===== config.mk =====
export PLATFORM = sky130hd
export DESIGN_NAME = iq_capture_deadlock_reporter
export DESIGN_NICKNAME = d
export VERILOG_FILES = /design/src/rtl/iq_capture_dbg_pkg.sv /design/src/rtl/iq_capture_prio_sel.sv /design/src/rtl/iq_capture_deadlock_reporter.sv
export SDC_FILE = /design/constraint.sdc
export NUM_CORES = 1
export LEC_CHECK = 0
export ABC_AREA = 0
export CAP_MARGIN = 20
export CELL_PAD_IN_SITES_DETAIL_PLACEMENT = 1
export CELL_PAD_IN_SITES_GLOBAL_PLACEMENT = 2
export CORE_MARGIN = 4
export CORE_UTILIZATION = 33
export CTS_BUF_LIST = sky130_fd_sc_hd__clkbuf_2
export DETAILED_ROUTE_END_ITERATION = 10
export GPL_TIMING_DRIVEN = 0
export PLACE_DENSITY_LB_ADDON = 0.1
export REMOVE_ABC_BUFFERS = 1
export SYNTH_ARGS = -nofsm -noshare
export SYNTH_HDL_FRONTEND = slang
export SYNTH_SLANG_ARGS = --single-unit

===== constraint.sdc =====
create_clock -name clock -period 2.5 [get_ports clock]
set_input_delay 0.625 -clock clock [delete_from_list [all_inputs] [get_ports clock]]
set_output_delay 0.625 -clock clock [all_outputs]
set_load 0.01 [all_outputs]

===== src/rtl/iq_capture_dbg_pkg.sv =====
// iq_capture_dbg_pkg: shared types and widths for the iq_capture deadlock reporting path
package iq_capture_dbg_pkg;
  typedef enum logic [1:0] {IDLE, REPORT, HOLD} dl_state_e;
  localparam int DL_COUNT_W = 16;
  localparam int DL_MON_IDX_W = 4;
  typedef struct packed {
    logic [31:0] ts;
    logic [DL_MON_IDX_W-1:0] mon;
    logic [15:0] info;
  } dl_report_t;
endpackage


===== src/rtl/iq_capture_prio_sel.sv =====
// iq_capture_prio_sel: lowest-index blocked monitor and its axis_block_info slice
module iq_capture_prio_sel
  import iq_capture_dbg_pkg::*;
#(
  parameter int NUM_MON = 1,
  parameter int INFO_W = 1
) (
  input  logic [NUM_MON-1:0]        block,
  input  logic [NUM_MON*INFO_W-1:0] info,
  output logic [DL_MON_IDX_W-1:0]   idx,
  output logic [INFO_W-1:0]         sel_info
);
  // scan high to low so the lowest asserted index is the last to win
  always_comb begin
    idx = '0;
    sel_info = '0;
    for (int i = NUM_MON - 1; i >= 0; i--)
      if (block[i]) begin
        idx = DL_MON_IDX_W'(i);
        sel_info = info[i*INFO_W +: INFO_W];
      end
  end
endmodule


===== src/rtl/iq_capture_deadlock_reporter.sv =====
// iq_capture_deadlock_reporter: persistence-filtered, timestamped deadlock reports with sticky flag and counter
module iq_capture_deadlock_reporter
  import iq_capture_dbg_pkg::*;
#(
  parameter int NUM_MON = 1,
  parameter int INFO_W = 1,
  parameter int PERSIST = 16,
  parameter int TS_W = 32
) (
  input  logic                        clock,
  input  logic                        reset,
  input  logic [NUM_MON-1:0]          block_in,
  input  logic [NUM_MON*INFO_W-1:0]   axis_info_in,
  input  logic                        clear,
  output logic                        rpt_valid,
  input  logic                        rpt_ready,
  output logic [TS_W-1:0]             rpt_ts,
  output logic [DL_MON_IDX_W-1:0]     rpt_mon,
  output logic [INFO_W-1:0]           rpt_info,
  output logic                        deadlock_sticky,
  output logic [DL_COUNT_W-1:0]       deadlock_count
);
  localparam int PCW = $clog2(PERSIST + 1);
  dl_state_e state, state_nx;
  logic [TS_W-1:0] ts_q;
  logic [PCW-1:0] pcnt;
  logic any_blk, confirm, hs;
  logic [DL_MON_IDX_W-1:0] sel_mon;
  logic [INFO_W-1:0] sel_info;
  assign any_blk = |block_in;
  assign confirm = state == IDLE && any_blk && pcnt == PCW'(PERSIST - 1);
  assign hs = state == REPORT && rpt_ready;
  assign rpt_valid = state == REPORT;
  iq_capture_prio_sel #(.NUM_MON(NUM_MON), .INFO_W(INFO_W)) u_sel (
    .block(block_in),
    .info(axis_info_in),
    .idx(sel_mon),
    .sel_info(sel_info)
  );
  // clear overrides everything; HOLD waits for one unblocked cycle so a single stall reports once
  always_comb
    state_nx = clear ? IDLE : confirm ? REPORT : hs ? HOLD : (state == HOLD && !any_blk) ? IDLE : state;
  // state register
  always_ff @(posedge clock)
    state <= reset ? IDLE : state_nx;
  // free-running timestamp, untouched by clear
  always_ff @(posedge clock)
    ts_q <= reset ? '0 : ts_q + TS_W'(1);
  // consecutive blocked cycles, counted only while armed in IDLE
  always_ff @(posedge clock)
    pcnt <= (reset || clear || state != IDLE || !any_blk || confirm) ? '0 : pcnt + PCW'(1);
  // capture report and update sticky/count; clear beats a coincident confirmation
  always_ff @(posedge clock)
    if (reset) begin
      rpt_ts <= '0;
      rpt_mon <= '0;
      rpt_info <= '0;
      deadlock_sticky <= 1'b0;
      deadlock_count <= '0;
    end else if (clear) begin
      deadlock_sticky <= 1'b0;
      deadlock_count <= '0;
    end else if (confirm) begin
      rpt_ts <= ts_q;
      rpt_mon <= sel_mon;
      rpt_info <= sel_info;
      deadlock_sticky <= 1'b1;
      deadlock_count <= (&deadlock_count) ? deadlock_count : deadlock_count + DL_COUNT_W'(1);
    end
endmodule


After elaboration in Yosys (flattened, before gate mapping)
Index checks and enable logic that the tools add are counted.
- bits in registers: 89
- input port bits: 6
- output and inout bits: 55
- logic and storage cells: 38
- add/subtract/negate cells: 3
- equal/unequal tests: 3
- muxes and demuxes: 4
- bitwise gates (word level): 2
- reduce and logical (&&, ||, !) cells: 18
- operator list (operator ; count):
    $add A32 B1 Y32 const B ; 1
    $add A16 B1 Y16 const B ; 1
    $reduce_and A16 Y1 ; 1
    $add A5 B1 Y5 const B ; 1
    $eq A5 B4 Y1 const B ; 1
    $logic_and A1 B1 Y1 ; 4
    $logic_or A1 B1 Y1 ; 4
    $mux W2 ; 2
    $reduce_and A2 Y1 ; 2
    $reduce_bool A2 Y1 ; 2
    $reduce_bool A3 Y1 ; 1
    $reduce_or A3 Y1 ; 1
    $eq A2 B1 Y1 const B ; 1
    $eq A2 B2 Y1 const B ; 1
    $logic_not A2 Y1 ; 1
    $mux W1 ; 2
    $not A1 Y1 ; 2
    $reduce_or A2 Y1 ; 1
    $logic_not A1 Y1 ; 1

Logic depth before layout (Yosys ltp)
Gate-level depths: netlist (run 1).
- depth in word-level cells: 5
- mapped depth: 10
- mapped depth without buffers: 7

Modules after synthesis
Synthesis (run 1) repeated with hierarchy kept, for this count alone.
- cell total of the unflattened synthesis: 478
- area total of the unflattened synthesis: 3928.8 µm²
- modules (own cells, without submodules) (module ; instances ; cells an instance ; area each (µm²) ; seq. area each (µm²)):
    iq_capture_deadlock_reporter ; 1 ; 472 ; 3888.7 ; 1861.8
    iq_capture_prio_sel ; 1 ; 6 ; 40.0 ; 0.0

Worst setup path after synthesis (run 1)
Ideal clock, no wire load.
- path kind: reg2reg
- start point: register pcnt[0]
- end point: register deadlock_count[9]
- setup time: 0.070 ns
- data arrival time: 2.107 ns
- required time: 2.430 ns
- path slack: 0.323 ns
- stages on the path, launching flop included: 10
- buffers on the path: 2
- period minus slack after synthesis: 2.177 ns
- cells stage by stage: dfxtp_1 ha_1 and3_1 ha_1 nand4bb_1 clkbuf_1 or3_1 clkbuf_1 or4_1 a21oi_1
- word-level cells in the longest chain between the ends: 3
- ends and longest elaborated chain (element ; line ; RTL):
    from (decl) ; iq_capture_deadlock_reporter.sv:26 ; logic [PCW-1:0] pcnt;
    from (signal assigned) ; iq_capture_deadlock_reporter.sv:51 ; pcnt <= (reset || clear || state != IDLE || !any_blk || confirm) ? '0 : pcnt + PCW'(1);
    $eq A5 B4 Y1 ; iq_capture_deadlock_reporter.sv:31 ; assign confirm = state == IDLE && any_blk && pcnt == PCW'(PERSIST - 1);
    $logic_and A1 B1 Y1 ; iq_capture_deadlock_reporter.sv:31 ;
    $reduce_and A2 Y1 (no line) ; n/a ;
    to (signal assigned) ; iq_capture_deadlock_reporter.sv:68 ; deadlock_count <= (&deadlock_count) ? deadlock_count : deadlock_count + DL_COUNT_W'(1);
    to (decl) ; iq_capture_deadlock_reporter.sv:21 ; output logic [DL_COUNT_W-1:0] deadlock_count
No other way between the ends.
A chain may end at the register's enable or synchronous reset.

Worst setup path in the final report (run 1)
- start point: register pcnt[0]
- end point: register deadlock_count[14]
Same word-level chain as after synthesis.

==> results of run 1 <==
critical path: stages (launching register included):
cell and delay (ns):
dfxtp_1 0.40, ha_1 0.19, and3_1 0.16, ha_1 0.25, nor4bb_4 0.29, buf_2 0.24
nand4_1 0.17, nor4_1 0.41, mux2i_1 0.22
through the flow:
step | total power, mW | setup TNS [ns] | setup slack (ns) | hold WS, ns
2_1_floorplan | 1.48 | -0.512 | -0.0270 | 0.418
3_3_place_gp | 1.51 | -108.43 | -1.60 | 0.433
3_5_place_dp | 1.51 | -18.95 | -0.604 | 0.448
4_1_cts | 2.23 | 0 | 0.0380 | 0.475
5_1_grt | 2.31 | -0.0351 | -0.0351 | 0.501
6_report | 2.19 | 0 | 0.148 | 0.471
metal layers:
layer	share of wire, %	track usage, %	vias to the layer above
met5	0	0	-
met4	0.86	3.52	0
met3	4.2	4.49	7
met2	47	24.6	48
met1	47	19.1	1632
li1	-	-	1698
flip-flops by register name (all words and copies together), names as in the netlist:
| signal | cells |
|---|---|
| state | 2 |
| deadlock_sticky | 1 |
| rpt_ts | 32 |
| deadlock_count | 16 |
| rpt_info | 1 |
| ts_q | 32 |
| pcnt | 5 |
layout by cell type (no fill, tap or decap), types with 7 or more instances in the layout:
cell / instances
a21oi_1: 61
and3_1: 7
clkbuf_2: 10
clkdlybuf4s50_1: 55
dfxtp_1: 88
inv_1: 8
nand2_1: 83
nand3_1: 17
nand4_1: 13
nor2_1: 28
nor4_1: 7
o21ai_0: 11
o31ai_1: 16
or3_1: 8
or4_1: 17
xnor2_1: 8
power by group through the flow:
| stage | clock network (mW) | logic [mW] | registers, mW |
|---|---|---|---|
| floorplan | 0 | 0.0183 | 1.46 |
| global placement | 0 | 0.0515 | 1.46 |
| detailed placement | 0 | 0.0550 | 1.46 |
| CTS | 0.743 | 0.0559 | 1.43 |
| global route | 0.812 | 0.0622 | 1.44 |
| finish | 0.699 | 0.0556 | 1.43 |
what timing repair did:
| action | CTS | global route |
|---|---|---|
| setup endpoints to repair | 36 | 11 |
| endpoints found under the hold margin | 0 | 0 |
| pin swaps | 0 | 0 |
| resized for setup | 4 | 6 |
kinds of logic (layout without fill, tap and decap cells):
kind of cell | after synthesis | after routing | share of synthesized area, %
AND/OR/NAND/NOR | 209 | 209 | 27.8
AO/OA/AOI/OAI | 98 | 98 | 14.7
flip-flops | 89 | 89 | 46.7
buffers and inverters | 39 | 84 | 5.29
XOR/XNOR | 14 | 14 | 3.22
adder cells (fa/ha/maj) | 4 | 4 | 1.31
multiplexers | 3 | 3 | 0.821
other | 1 | 4 | 0.0984
area by class of cell:
type / instances / area [um^2]
fillers: 1358 / 6470
clock inverters: 5 / 47.5
flip-flops and latches: 89 / 1780
multi-input cells: 332 / 1890
clock buffers: 10 / 50.0
well taps: 140 / 175
repair buffers: 61 / 628
inverters: 8 / 30.0
path summary, 6_finish.rpt:
path                                start                              end  slack, ns  cells after the start
setup / recovery       pcnt[0]$_SDFF_PP0_  deadlock_count[14]$_SDFFE_PP0P_       0.15                      8
hold / removal    rpt_ts[24]$_SDFFE_PP0P_          rpt_ts[24]$_SDFFE_PP0P_       0.47                      2
setup reg to reg       pcnt[0]$_SDFF_PP0_  deadlock_count[14]$_SDFFE_PP0P_       0.15                      8
hold reg to reg   rpt_ts[24]$_SDFFE_PP0P_          rpt_ts[24]$_SDFFE_PP0P_       0.47                      2
==> key figures, run 1 <==
Place
  – DP HPWL: roughly 6.7 mm
  – Placed cell areas: between 0.004 and 0.005 mm^2
  – Inst Count DP: 630
  – GPL Wtd Cong: between 0.7 and 0.8
  – # port buffers: 56

Global route
  – Vias in the first global route: between 3000 and 4000
  – Pin count of the biggest net entering global routing: 39
  – Initial antenna violation count: 0
  – GRT overflow: 0
  – Total Routing Usage GR: between 10% and 20%
  – First-pass GRT wire length: 16.1 mm

Timing
  – Part of the cycle the worst path needs: around 94%
  – Clock skew: between 0.02 and 0.03 ns
  – # setup viols final: 0
  – Fin crit period: between 2 and 2.5 ns
  – Relative slew slack: 40.1%
  – Worst slew pin tran: 0.890 ns
  – Final hold vios: 0
  – Peak Freq: between 400 and 500 MHz
  – RSZ-0062 raised after global routing: yes
  – Slew Limit Fails: 0

Synthesis
  – EDFF count, synth: 0
  – Post-Syn Instances: 457
  – Yosys top cell by area: dfxtp_1
  – Synthesized area per cell: around 8.3 um^2
  – Post-synthesis register bit count: between 80 and 90
  – Syn Std Cell Area: 0.00381 mm^2
  – Synth Flop Type: dfxtp_1
  – Sequential fraction of the synthesis area: a little under half
  – Netlist cell types: 44
  – Yosys warns: 0
  – Asr flop ratio synth: 0%
  – Post-synth top cells: dfxtp_1 (89), nand2_1 (83), a21oi_1 (61), nor2_1 (29), clkbuf_1 (20)
  – Most common cell in the synthesized netlist: dfxtp_1
  – Largest cells by area after synthesis: dfxtp_1 (47%), nand2_1 (8.2%), a21oi_1 (8.0%)
  – Synth top area share: a little under half

CTS
  – Clock sinks: around 90
  – Total CTS buffers: 9
  – H-tree Lvls: 3
  – Root Buffer: clkbuf_2
  – Setup bufs post-CTS: 0
  – CTS tree: built
  – Deepest clock path buffer count: 2
  – Worst skew pair latency: approximately 0.54 ns
  – CTS Hold Bufs: 0
  – Clock transition at path regs: about 0.23 ns

Critical path
  – Critical Path Start Type: flop
  – Kind of critical path: flop to flop
  – WP data required: between 2 and 3 ns
  – Crit Path Max Fanout: 6
  – Worst path arrival time: 2.84 ns
  – CP Capture Type: flop

Floorplan
  – CORE AREA: ~0.011 mm^2
  – Rows: 38
  – I/O pin total: 61
  – Initial Utilization: 34.4%
  – Die ar.: between 0.01 and 0.015 mm^2
  – Height of the chip: between 100 and 150 um
  – Chip Width: 115 um

Detailed routing
  – DRT Pass-1 Iters: 4
  – Detail Route Antenna Nets: 0
  – Routed len/inst: 14.8 um
  – Routed vias: between 3000 and 4000
  – DR iter-0 viols: between 100 and 150
  – Via-to-Cell Ratio: about 5.2
  – DRT Wirelength: about 9.5 mm
  – Residual DRC count: 0

Finish
  – Layout area overhead: 20.9%
  – Cell Count, Final, Fillers Out: around 650
  – Layout cells sized above 1: under 10%
  – # diodes: 0
  – Fin nets: 511
  – Design area: between 0.004 and 0.005 mm^2
  – Fin util: between 40% and 50%

Power
  – P_int: 1.67 mW
  – Combinational Power Share: 2.5%
  – P_leak: ~1.4 nW
  – Register share of total power: about two thirds
  – Sw Ratio: roughly a quarter
  – Power Density: 475 mW/mm^2
  – Total net switching power: 522 uW
  – VDD IR max: between 0.2 and 0.3 mV
  – Clock share of power: 32.0%

Run
  – Max-cap violations: 0

Run status
  – Status: completed

Hold path
  – Min-delay worst type: flop to flop
Power figures use the tool's default switching activity.
==> run 2, diff against run 1 <==
--- a/config.mk
+++ b/config.mk
@@ -9,7 +9,6 @@
 export CAP_MARGIN = 20
 export CELL_PAD_IN_SITES_DETAIL_PLACEMENT = 1
 export CELL_PAD_IN_SITES_GLOBAL_PLACEMENT = 2
-export CORE_MARGIN = 4
 export CORE_UTILIZATION = 33
 export CTS_BUF_LIST = sky130_fd_sc_hd__clkbuf_2
 export DETAILED_ROUTE_END_ITERATION = 10
==> key figures, run 2 (synthesized netlist as in run 1, its figures left out) <==
Run status
  – Status: completed

Detailed routing
  – Via-to-Cell Ratio: roughly 5.2
  – Routed len/inst: roughly 15 um
  – DRT Pass-1 Iters: 6
  – Routed vias: roughly 3400
  – DRT Wirelength: 9.50 mm
  – Residual DRC count: 0
  – Detail Route Antenna Nets: 0
  – DR iter-0 viols: 104

Power
  – P_leak: between 1 and 1.5 nW
  – Combinational Power Share: 2.7%
  – Total net switching power: about 500 uW
  – Clock share of power: 28.4%
  – VDD IR max: around 0.26 mV
  – Power Density: about 450 mW/mm^2
  – Register share of total power: between 60% and 70%
  – Sw Ratio: approximately 24%
  – P_int: about 1.6 mW

Critical path
  – Worst r2r src: pcnt[0]$_SDFF_PP0_
  – Crit Path Max Fanout: 8
  – RR Endpoint: deadlock_count[13]$_SDFFE_PP0P_
  – CP peak stage delay: 0.59 ns
  – Worst path arrival time: about 1.7 ns
  – Reg2Reg Setup Slack: about 0.21 ns
  – Kind of critical path: flop to output pin
  – CP Capture Type: output pin
  – Critical Path Start Type: flop
  – Crit path from: deadlock_count[2]$_SDFFE_PP0P_
  – CP delay by family, top: buffers and inverters
  – Cells on worst reg2reg path: 7
  – CP max-delay cell: clkdlybuf4s50_1
  – WP data required: roughly 1.9 ns
  – CP Buf/Inv Count: 1
  – Worst-path cell chain: clkdlybuf4s50_1

Place
  – # port buffers: 56
  – GPL Wtd Cong: 0.733
  – DP Worst Slack: -0.601 ns
  – DP HPWL: about 6.5 mm

CTS
  – CTS Hold Bufs: 0
  – Deepest clock path buffer count: 2
  – CTS tree: built
  – Clock transition at path regs: between 0.2 and 0.25 ns
  – H-tree Lvls: 3
  – Total CTS buffers: 9
  – Clock sinks: 89
  – Root Buffer: clkbuf_2
  – Worst skew pair latency: 0.56 ns

Finish
  – Commonest non-fill, non-tap cell in the layout: dfxtp_1
  – # diodes: 0
  – Layout area overhead: 20.1%
  – Largest regs: rpt_ts x32, ts_q x32, deadlock_count x16
  – Fin nets: between 500 and 600
  – Layout cells sized above 1: around 7.8%
  – Most frequent cells in the layout: dfxtp_1 (87), nand2_1 (83), a21oi_1 (61), clkdlybuf4s50_1 (55), nor2_1 (28)
  – Fin util: about 42%

Floorplan
  – Height of the chip: ~110 um
  – Initial Utilization: about a third
  – Die ar.: between 0.01 and 0.015 mm^2
  – I/O pin total: 61
  – Chip Width: around 110 um
  – Rows: 38
  – CORE AREA: between 0.01 and 0.015 mm^2

Timing
  – Peak Freq: between 400 and 500 MHz
  – Slew Limit Fails: 0
  – Part of the cycle the worst path needs: 91.9%
  – Setup_tns: 0 ns
  – RSZ-0062 raised after global routing: yes
  – Relative slew slack: roughly 45%
  – Worst slew pin tran: slightly above 0.8 ns
  – # setup viols final: 0
  – Final hold vios: 0
  – Final WS setup: between 0.2 and 0.25 ns
  – Clock skew: approximately 0.021 ns
  – Fin crit period: about 2.3 ns

Hold path
  – Worst Hold Launch: pcnt[0]$_SDFF_PP0_
  – Hold Path Sink: pcnt[0]$_SDFF_PP0_
  – Min-delay worst type: flop to flop
  – Min-Delay Path Depth: 1

Global route
  – First-pass GRT wire length: 16.1 mm
  – Vias in the first global route: about 3400
  – Total Routing Usage GR: ~17%
  – Initial antenna violation count: 0
  – Pin count of the biggest net entering global routing: 48
  – GRT overflow: 0

Run
  – Max-cap violations: 0
[run 2: routing by layer]
metal  up-vias  GRT usage, %  part of all wire [%]
met3         5          6.05                   3.7
met4         0          4.19                  0.80
met5         -             0                     0
met1      1608          21.3                    47
met2        55          29.1                    48
li1       1703             -                     -
[run 2: area by class of cell]
cell class              instances  area [um^2]
clock buffers                  12         60.1
clock inverters                 2         7.51
fillers                      1337         6450
inverters                       8         30.0
multi-input cells             332         1900
flip-flops and latches         89         1780
well taps                     140          175
repair buffers                 60          618
[run 2: how the worst max path moves through the flow]
stage | end | slack, ns | cells past startpoint
3_5_place_dp | rpt_ts[5]$_SDFFE_PP0P_ | -0.60 | 7
6_report | deadlock_count[2] | 0.20 | 1
2_1_floorplan | rpt_info$_SDFFE_PP0P_ | -0.03 | 7
5_1_grt | rpt_info$_SDFFE_PP0P_ | -0.03 | 7
4_1_cts | rpt_ts[9]$_SDFFE_PP0P_ | 0.02 | 7
3_3_place_gp | rpt_ts[5]$_SDFFE_PP0P_ | -1.68 | 5
[run 2: timing repair]
action | in CTS | in global routing
gates resized for setup | 4 | 8
cloned | 0 | 0
setup buffers | 0 | 0
setup endpoints to repair | 39 | 42
[run 2: power groups by stage]
stage | clock (mW) | sequential, mW | combinational [mW]
finish | 0.589 | 1.43 | 0.0554
global route | 0.700 | 1.44 | 0.0627
CTS | 0.629 | 1.43 | 0.0560
detailed placement | 0 | 1.46 | 0.0553
global placement | 0 | 1.46 | 0.0513
floorplan | 0 | 1.46 | 0.0183
[run 2: per-stage QoR]
stage	instance area [um^2]	hold WS (ns)	std cells	total power, mW
2_1_floorplan	3650	0.418	429	1.48
3_5_place_dp	4450	0.440	629	1.52
4_1_cts	4540	0.450	643	2.12
5_1_grt	4580	0.410	643	2.20
3_3_place_gp	4390	0.434	625	1.51
6_report	4580	0.431	643	2.08
==> run 3, diff against run 2 <==
--- a/config.mk
+++ b/config.mk
@@ -9,10 +9,11 @@
 export CAP_MARGIN = 20
 export CELL_PAD_IN_SITES_DETAIL_PLACEMENT = 1
 export CELL_PAD_IN_SITES_GLOBAL_PLACEMENT = 2
-export CORE_UTILIZATION = 33
+export CORE_UTILIZATION = 30
 export CTS_BUF_LIST = sky130_fd_sc_hd__clkbuf_2
 export DETAILED_ROUTE_END_ITERATION = 10
 export GPL_TIMING_DRIVEN = 0
+export HOLD_SLACK_MARGIN = 0.05
 export PLACE_DENSITY_LB_ADDON = 0.1
 export REMOVE_ABC_BUFFERS = 1
 export SYNTH_ARGS = -nofsm -noshare
==> key figures, run 3 (synthesized netlist as in run 1, its figures left out) <==
Finish
  – Cell Count, Final, Fillers Out: between 600 and 700
  – Layout area overhead: 21.3%
  – # diodes: 0
  – Commonest non-fill, non-tap cell in the layout: dfxtp_1
  – Largest regs: rpt_ts x32, ts_q x32, deadlock_count x16
  – Filler cells: roughly 1500
  – Most frequent cells in the layout: dfxtp_1 (88), nand2_1 (83), a21oi_1 (61), clkdlybuf4s50_1 (55), nor2_1 (28)
  – Fin nets: around 520
  – Layout cells sized above 1: under 10%

Power
  – Clock share of power: 28.7%
  – Sw Ratio: around a quarter
  – Power Density: approximately 450 mW/mm^2
  – Combinational Power Share: approximately 2.7%
  – Register share of total power: 68.7%
  – P_leak: roughly 1.4 nW
  – VDD IR max: 0.188 mV
  – P_int: between 1.5 and 2 mW
  – Total net switching power: about 520 uW
  – Pwr Total: 2.09 mW

Timing
  – Fin crit period: 2.34 ns
  – Part of the cycle the worst path needs: between 90% and 100%
  – # setup viols final: 0
  – RSZ-0062 raised after global routing: no
  – Peak Freq: between 400 and 500 MHz
  – Final hold vios: 0
  – Worst slew pin tran: around 0.74 ns
  – Hold Slack: roughly 0.46 ns
  – Slew Limit Fails: 0
  – Relative slew slack: around half
  – Clock skew: 0.0206 ns
  – Final WS setup: approximately 0.16 ns

Run
  – Max-cap violations: 0

Hold path
  – Min-delay worst type: flop to flop

Detailed routing
  – Top routing layer in use: met4
  – Residual DRC count: 0
  – DRT Wirelength: 10.1 mm
  – Routed len/inst: 15.0 um
  – DR iter-0 viols: 171
  – DRT Pass-1 Iters: 4
  – Met3 WL: between 300 and 400 um
  – Detail Route Antenna Nets: 0
  – Via-to-Cell Ratio: 5.03
  – Met2 wire len: approximately 4.6 mm
  – M1 wire length: roughly 5 mm
  – Routed vias: between 3000 and 4000

CTS
  – Worst skew pair latency: between 0.5 and 0.6 ns
  – Root Buffer: clkbuf_2
  – Deepest clock path buffer count: 2
  – Clock sinks: 89
  – CTS Hold Bufs: 0
  – CTS tree: built
  – Clock transition at path regs: 0.22 ns
  – Total CTS buffers: 9
  – H-tree Lvls: 3

Critical path
  – CP max-delay cell: clkdlybuf4s50_1
  – Crit path from: deadlock_count[2]$_SDFFE_PP0P_
  – Crit Path Max Fanout: 8
  – WP data required: 1.88 ns
  – Critical Path Stages: 1
  – CP Capture Type: output pin
  – RR Endpoint: ts_q[31]$_SDFF_PP0_
  – Reg2Reg Setup Slack: ~0.18 ns
  – CP peak stage delay: approximately 0.60 ns
  – Worst r2r src: ts_q[5]$_SDFF_PP0_
  – Critical Path Start Type: flop
  – Cells on worst reg2reg path: 4
  – Crit path to: deadlock_count[2]
  – CP delay by family, top: buffers and inverters
  – Kind of critical path: flop to output pin
  – CP Buf/Inv Count: 1
  – Worst path arrival time: about 1.7 ns
  – Worst-path cell chain: clkdlybuf4s50_1

Global route
  – Vias in the first global route: 3320
  – First-pass GRT wire length: 16.8 mm
  – Pin count of the biggest net entering global routing: between 40 and 50
  – Initial antenna violation count: 0
  – GRT overflow: 0
  – Total Routing Usage GR: around 17%

Place
  – # port buffers: 56
  – GPL Wtd Cong: 0.767
  – Inst Count DP: about 660
  – DP Worst Slack: -0.410 ns
  – DP HPWL: roughly 6.5 mm

Floorplan
  – Die ar.: ~0.013 mm^2
  – I/O pin total: around 60
  – Rows: 40
  – Height of the chip: between 100 and 150 um
  – Initial Utilization: between 30 and 40%
  – CORE AREA: 0.0122 mm^2
  – Chip Width: around 110 um

Run status
  – Status: completed
## run 3: cell type report
| cell class | instances | area (um^2) | share of cell area [%] |
|---|---|---|---|
| Clock inverter | 2 | 8.76 | 0.189 |
| Timing Repair Buffer | 65 | 633 | 13.7 |
| Multi-Input combinational cell | 333 | 1900 | 41.1 |
| Inverter | 8 | 30.0 | 0.650 |
| Sequential cell | 89 | 1780 | 38.6 |
| Clock buffer | 11 | 55.1 | 1.19 |
| Tap cell | 168 | 210 | 4.55 |
## run 3: power by group through the flow
stage	combinational, mW	sequential, mW	clock [mW]
final	0.0562	1.43	0.598
after global routing	0.0641	1.44	0.693
after CTS	0.0566	1.43	0.641
after detailed placement	0.0555	1.46	0
after global placement	0.0517	1.46	0
after floorplan	0.0183	1.46	0
## run 3: routing by layer
layer | global-route usage [%] | up-vias
met5 | 0 | -
met4 | 7.53 | 0
met3 | 2.70 | 16
met2 | 27.0 | 56
met1 | 21.4 | 1625
li1 | - | 1706
## run 3: worst min-delay path by stage
| stage | from | depth (start not counted) | slack, ns | to |
|---|---|---|---|---|
| 3_3_place_gp | pcnt[0]$_SDFF_PP0_ | 1 | 0.43 | pcnt[0]$_SDFF_PP0_ |
| 5_1_grt | rpt_ts[18]$_SDFFE_PP0P_ | 2 | 0.49 | rpt_ts[18]$_SDFFE_PP0P_ |
| 2_1_floorplan | pcnt[0]$_SDFF_PP0_ | 1 | 0.42 | pcnt[0]$_SDFF_PP0_ |
| 4_1_cts | pcnt[0]$_SDFF_PP0_ | 1 | 0.47 | pcnt[0]$_SDFF_PP0_ |
| 3_5_place_dp | pcnt[0]$_SDFF_PP0_ | 1 | 0.44 | pcnt[0]$_SDFF_PP0_ |
| 6_report | pcnt[0]$_SDFF_PP0_ | 1 | 0.46 | pcnt[0]$_SDFF_PP0_ |
## run 3: metrics by stage
step,util (%),instance area [um^2],TNS (ns)
floorplan,-,3650,-0.512
global placement,36.2,4420,-122.94
detailed placement,36.6,4470,-14.86
CTS,37.2,4540,-0.756
global route,37.8,4620,0
finish,37.8,4620,0
## run 3: what timing repair did
item                       4_1_cts  5_1_grt
pin swaps                        1        0
gates cloned                     1        0
setup endpoints to repair       40       48
buffers inserted                 0        6
gates resized for setup          1        6
